==> config.mk <==
export PLATFORM = sky130hd
export DESIGN_NAME = delay_line_readout_flat
export DESIGN_NICKNAME = d
export VERILOG_FILES = /design/src/rtl/delay_line_readout_if.sv /design/src/rtl/delay_line_readout.sv /design/src/flat_wrapper.sv
export SDC_FILE = /design/constraint.sdc
export NUM_CORES = 1
export LEC_CHECK = 0
export ABC_CLOCK_PERIOD_IN_PS = 4900
export BUFFER_PORTS_ARGS = -buffer_cell sky130_fd_sc_hd__buf_4
export CORE_MARGIN = 3
export CORE_UTILIZATION = 25
export CTS_BUF_LIST = sky130_fd_sc_hd__clkbuf_16
export DETAILED_ROUTE_END_ITERATION = 6
export GPL_ROUTABILITY_DRIVEN = 0
export PLACE_DENSITY = 0.5
export REMOVE_ABC_BUFFERS = 1
export SLEW_MARGIN = 20
export SYNTH_ARGS = -nofsm -noshare
export SYNTH_HDL_FRONTEND = slang
export SYNTH_SLANG_ARGS = --single-unit
==> constraint.sdc <==
create_clock -name clk -period 4.9 [get_ports clk]
set_input_delay 0.245 -clock clk [delete_from_list [all_inputs] [get_ports clk]]
set_output_delay 0.245 -clock clk [all_outputs]
set_load 0.01 [all_outputs]
==> src/rtl/delay_line_readout_if.sv <==
// delay_line_readout_if: tap inputs, measurement handshake and result bus of the delay-line readout.
interface delay_line_readout_if #(
    parameter int N_TAPS       = 16,
    parameter int LOG2_SAMPLES = 4
);
    localparam int CW = $clog2(N_TAPS + 1);
    localparam int SW = CW + LOG2_SAMPLES;
    logic [N_TAPS-1:0] taps;
    logic              start;
    logic              ack;
    logic              busy;
    logic              result_valid;
    logic [CW-1:0]     avg_code;
    logic [CW-1:0]     min_code;
    logic [CW-1:0]     max_code;
    logic [SW-1:0]     sum;
    modport master (output taps, start, ack,
                    input  busy, result_valid, avg_code, min_code, max_code, sum);
    modport slave  (input  taps, start, ack,
                    output busy, result_valid, avg_code, min_code, max_code, sum);
endinterface

==> src/rtl/delay_line_readout.sv <==
// delay_line_readout: synchronises delay-line taps, converts them to a popcount code, and reports avg/min/max/sum over a window.
module delay_line_readout #(
    parameter int N_TAPS       = 16,
    parameter int LOG2_SAMPLES = 4
) (
    input logic                 clk,
    input logic                 rst_n,
    delay_line_readout_if.slave bus
);
    localparam int CW = $clog2(N_TAPS + 1);
    localparam int SW = CW + LOG2_SAMPLES;

    typedef enum logic [1:0] {IDLE, SETTLE, ACCUM, DONE} state_t;

    state_t                  state_q;
    logic [N_TAPS-1:0]       s1_q, s2_q;
    logic [LOG2_SAMPLES-1:0] cnt_q;
    logic [SW-1:0]           acc_q, acc_d, sum_q;
    logic [CW-1:0]           lo_q, lo_d, hi_q, hi_d, code;
    logic [CW-1:0]           avg_q, min_q, max_q;
    logic                    busy_q, valid_q;

    // Popcount rather than first-zero search so bubbles in the thermometer code are absorbed.
    always_comb begin
        code = '0;
        for (int i = 0; i < N_TAPS; i++) code = code + CW'(s2_q[i]);
        acc_d = acc_q + SW'(code);
        lo_d  = code < lo_q ? code : lo_q;
        hi_d  = code > hi_q ? code : hi_q;
    end

    always_ff @(posedge clk or negedge rst_n) begin
        if (!rst_n) begin
            state_q <= IDLE;
            s1_q    <= '0;
            s2_q    <= '0;
            cnt_q   <= '0;
            acc_q   <= '0;
            lo_q    <= '0;
            hi_q    <= '0;
            sum_q   <= '0;
            avg_q   <= '0;
            min_q   <= '0;
            max_q   <= '0;
            busy_q  <= 1'b0;
            valid_q <= 1'b0;
        end else begin
            s1_q <= bus.taps;
            s2_q <= s1_q;
            case (state_q)
                IDLE: if (bus.start) begin
                    state_q <= SETTLE;
                    busy_q  <= 1'b1;
                    valid_q <= 1'b0;
                    cnt_q   <= '0;
                    acc_q   <= '0;
                    lo_q    <= '1;
                    hi_q    <= '0;
                end
                // Two discarded cycles let the synchroniser fill with post-start samples.
                SETTLE: begin
                    cnt_q <= cnt_q + 1'b1;
                    if (cnt_q[0]) begin
                        state_q <= ACCUM;
                        cnt_q   <= '0;
                    end
                end
                ACCUM: begin
                    acc_q <= acc_d;
                    lo_q  <= lo_d;
                    hi_q  <= hi_d;
                    cnt_q <= cnt_q + 1'b1;
                    if (&cnt_q) begin
                        state_q <= DONE;
                        busy_q  <= 1'b0;
                        valid_q <= 1'b1;
                        sum_q   <= acc_d;
                        avg_q   <= acc_d[SW-1:LOG2_SAMPLES];
                        min_q   <= lo_d;
                        max_q   <= hi_d;
                    end
                end
                DONE: if (bus.ack) begin
                    state_q <= IDLE;
                    valid_q <= 1'b0;
                end
                default: state_q <= IDLE;
            endcase
        end
    end

    assign bus.busy         = busy_q;
    assign bus.result_valid = valid_q;
    assign bus.avg_code     = avg_q;
    assign bus.min_code     = min_q;
    assign bus.max_code     = max_q;
    assign bus.sum          = sum_q;
endmodule

==> src/flat_wrapper.sv <==
// flat-port wrapper written by rule: the top's interface ports become plain ports
module delay_line_readout_flat 
#(
    parameter int N_TAPS       = 16,
    parameter int LOG2_SAMPLES = 4
)
  (clk, rst_n, bus_taps, bus_start, bus_ack, bus_busy, bus_result_valid, bus_avg_code, bus_min_code, bus_max_code, bus_sum);
  delay_line_readout_if #(.N_TAPS(N_TAPS), .LOG2_SAMPLES(LOG2_SAMPLES)) bus_i ();
  input logic clk;
  input logic rst_n;
  input wire logic [$bits(bus_i.taps)-1:0] bus_taps;
  input wire logic [$bits(bus_i.start)-1:0] bus_start;
  input wire logic [$bits(bus_i.ack)-1:0] bus_ack;
  output wire logic [$bits(bus_i.busy)-1:0] bus_busy;
  output wire logic [$bits(bus_i.result_valid)-1:0] bus_result_valid;
  output wire logic [$bits(bus_i.avg_code)-1:0] bus_avg_code;
  output wire logic [$bits(bus_i.min_code)-1:0] bus_min_code;
  output wire logic [$bits(bus_i.max_code)-1:0] bus_max_code;
  output wire logic [$bits(bus_i.sum)-1:0] bus_sum;
  assign bus_i.taps = bus_taps;
  assign bus_i.start = bus_start;
  assign bus_i.ack = bus_ack;
  assign bus_busy = bus_i.busy;
  assign bus_result_valid = bus_i.result_valid;
  assign bus_avg_code = bus_i.avg_code;
  assign bus_min_code = bus_i.min_code;
  assign bus_max_code = bus_i.max_code;
  assign bus_sum = bus_i.sum;
  delay_line_readout #(.N_TAPS(N_TAPS), .LOG2_SAMPLES(LOG2_SAMPLES)) u_core (.clk(clk), .rst_n(rst_n), .bus(bus_i));
endmodule
==> flow_summary.json <==
{
  "status": "complete, but fails checks",
  "failed_checks": "hold timing, setup timing",
  "place_area_sq_um": 4436,
  "ys_seq_area_frac": 0.5044,
  "cp_slowest_cell": "fa_2",
  "tightest_slew_ns": 0.7069,
  "drcViolationCount": 0,
  "area_growth_pct": 32.07,
  "finalCriticalPeriod_ns": 4.926,
  "ctsRootBufferMaster": "clkbuf_16",
  "grt_pass1_vias": 2672,
  "p_leak_nw": 2.402,
  "synthArstFlopShare": 1.000,
  "synth_cell_types": 58,
  "io_buffers": 45,
  "hpwlAfterDp_um": 5277,
  "synth_flop_cell": "dfrtp_1",
  "clock_latency_ns": 0.34,
  "die_h_um": 130.4,
  "grt_usage": 0.09646,
  "crit_chain": "ha_1, inv_1, fa_1, fa_1, fa_1, fa_1, fa_2, fa_2, inv_4, ha_4, nor2b_4, o21a_4, o21ai_4, mux2i_1, o21ai_1",
  "power_density_nw_per_um2": 693.8,
  "intPower_mw": 2.101,
  "cts.reportedPaths.clkPinSlew_ns": 0.07,
  "cts_buffers": 9,
  "cts_tree": "done",
  "viasPerCell": 4.317,
  "cpMostUsedCell": "fa_1",
  "fin_area_sq_um": 5111,
  "synth_area_sq_um": 3870,
  "overflow": 0,
  "max_cap_viol_count": 0,
  "core_area_sq_um": 14860,
  "drt-total-wl_um": 7706,
  "peakVddDrop_mv": 0.2616,
  "chipWidth_um": 130.4,
  "finalHoldViolations": 78,
  "maxSlewViolCount": 0,
  "drtIter0Drc": 67,
  "r2r-start": "u_core.s2_q[0]",
  "num_rows": 44,
  "die-area_sq_um": 17010,
  "fin_worst_skew_ns": 0.004022,
  "firstDrtPassIters": 4,
  "p_sw_mw": 1.445,
  "cts.sinks": 78,
  "io_pins": 46,
  "routedWlPerCell_um": 12.86,
  "grt_pass1_wl_um": 12890,
  "power.share.clock": 0.182,
  "nNetsFinal": 466,
  "reg2reg_depth": 15,
  "setup_viol": 1,
  "critPathRequiredTime_ns": 5.09,
  "min_path_type": "in2async",
  "mostFrequentLayoutCells": "dfrtp_1, buf_4, inv_1",
  "syn_area_per_cell_sq_um": 11.52,
  "critPathKind": "reg2reg",
  "whs_ns": -0.08503,
  "total_power_mw": 3.546,
  "max_freq_mhz": 203.0,
  "critPathCaptureType": "register",
  "antenna_found_initial": 0,
  "fin_ws_ns": -0.02612,
  "ys_ff_latch": 78,
  "antenna_left": 0,
  "rsz0062_at_grt": "yes",
  "critPathMaxFanout": 6,
  "initial_core_util": 0.2604,
  "netlist_instances": 336,
  "htree_levels": 3,
  "grt_max_degree": 79,
  "place_inst": 563,
  "n_antenna_cell": 0,
  "dr_total_vias": 2586,
  "reg2reg_to": "u_core.bus.max_code[2]",
  "r2r_slack_ns": -0.03,
  "final_common_cell": "dfrtp_1",
  "finalNonFillerCells": 599,
  "drive_gt1_frac": 0.2916,
  "max_slew_margin": 0.5194,
  "final_util": 0.3439,
  "switching_share": 0.4076,
  "slowest_delay_ns": 0.58,
  "start_kind": "register",
  "yosys_warnings": 0,
  "synth-edff-count": 0,
  "seqPwrFrac": 0.233,
  "cts_buffer_depth": 2,
  "crit_arrival_ns": 5.12,
  "fin_crit_sh": 1.005,
  "pwr-share-comb": 0.585
}
cell usage after synthesis, types with 2 or more instances:
library cell  number  area [sq um]
a211oi_2           2         25.02
a21o_1             3         22.52
a21oi_1           11         55.05
a21oi_2            2         17.52
a22o_1             8         70.07
a2bb2oi_1          2         17.52
and3_1             2         12.51
buf_2              5         25.02
buf_4              6         45.04
dfrtp_1           78          1952
fa_1              11         220.2
ha_1              25         312.8
inv_1             39         146.4
mux2_1             5         56.30
mux2i_1           11         110.1
nand2_1           28         105.1
nand2b_1           2         12.51
nand3_1            6         30.03
nor2_1             9         33.78
nor2b_1            3         18.77
nor3_1             2         10.01
o211ai_2           2         25.02
o21ai_1           29         145.1
o21bai_1           2         15.01
o22a_1             3         26.28
xnor2_1            5         43.79
xor2_1             4         35.03
layout make-up:
cell class	instances	area, sq um
Inverter	39	148.9
Clock buffer	9	225.2
Clock inverter	7	65.06
Tap cell	184	230.2
Fill cell	1512	9753
Sequential cell	78	1952
Timing Repair Buffer	76	621.8
Multi-Input combinational cell	206	1868
timing repair:
| action | CTS | global route |
|---|---|---|
| endpoints found under the setup margin | 31 | 31 |
| gates resized for setup | 15 | 20 |
| pin swaps | 6 | 10 |
| endpoints found under the hold margin | 9 | 4 |
| hold buffers | 9 | 4 |
| buffers inserted | 3 | 4 |
cells by family after synthesis:
kind of cell,synth area share
fa+ha+maj,0.1377
mux,0.04947
xor+xnor,0.02037
simple gates,0.08180
compound gates,0.1465
buf+inv,0.05981
flops,0.5044
power by group through the flow:
| stage | registers, mW | clock network [mW] | logic (mW) |
|---|---|---|---|
| floorplan | 0.812 | 0 | 1.27 |
| global route | 0.841 | 0.702 | 2.31 |
| finish | 0.826 | 0.644 | 2.08 |
| CTS | 0.820 | 0.673 | 1.94 |
| detailed placement | 0.829 | 0 | 1.75 |
| global placement | 0.826 | 0 | 1.72 |
how the worst max path moves through the flow:
stage,startpoint,cells after the start,end,slack [ns]
finish,u_core.s2_q[0],15,u_core.bus.max_code[2],-0.03
global route,u_core.s2_q[0],15,u_core.bus.max_code[3],-0.22
CTS,u_core.s2_q[0],16,u_core.bus.max_code[2],-0.004
detailed placement,u_core.s2_q[0],15,u_core.hi_q[0],-0.28
global placement,u_core.s2_q[0],15,u_core.hi_q[0],-0.21
floorplan,u_core.s2_q[0],15,u_core.hi_q[0],-0.08
routing by layer:
metal / vias up / track usage / part of all wire
met4: 0 / 0.03085 / 0.013
met5: - / 0 / 0
met2: 40 / 0.1545 / 0.49
met1: 1248 / 0.1247 / 0.46
met3: 12 / 0.03089 / 0.039
li1: 1286 / - / -
worst max-delay path, delay by kind of cell (launching register included):
family          cells  cell delay, ns
fa+ha+maj           8            3.33
simple gates        1            0.12
flops               1            0.37
buf+inv             2            0.12
compound gates      3            0.58
mux                 1            0.26
sequential cells by signal, indices dropped and copies added, names as in the netlist:
name and cells:
u_core.lo_q 5, u_core.acc_q 9, u_core.s2_q 16, u_core.state_q 2, u_core.bus.sum 5, u_core.bus.busy 1
u_core.cnt_q 4, u_core.hi_q 5, u_core.bus.max_code 5, u_core.bus.result_valid 1, u_core.bus.min_code 5, u_core.bus.avg_code 4
u_core.s1_q 16
metrics by stage:
step	hold WS [ns]	setup slack, ns	setup TNS, ns
final	-0.08503	-0.02612	-0.02612
after global routing	0.002482	-0.2175	-3.670
after CTS	0.001898	-0.003520	-0.003520
after detailed placement	0.3347	-0.2823	-5.566
after global placement	0.3373	-0.2051	-4.060
after floorplan	-0.05059	-0.08334	-0.4625
(Power assumes the default switching activity.)
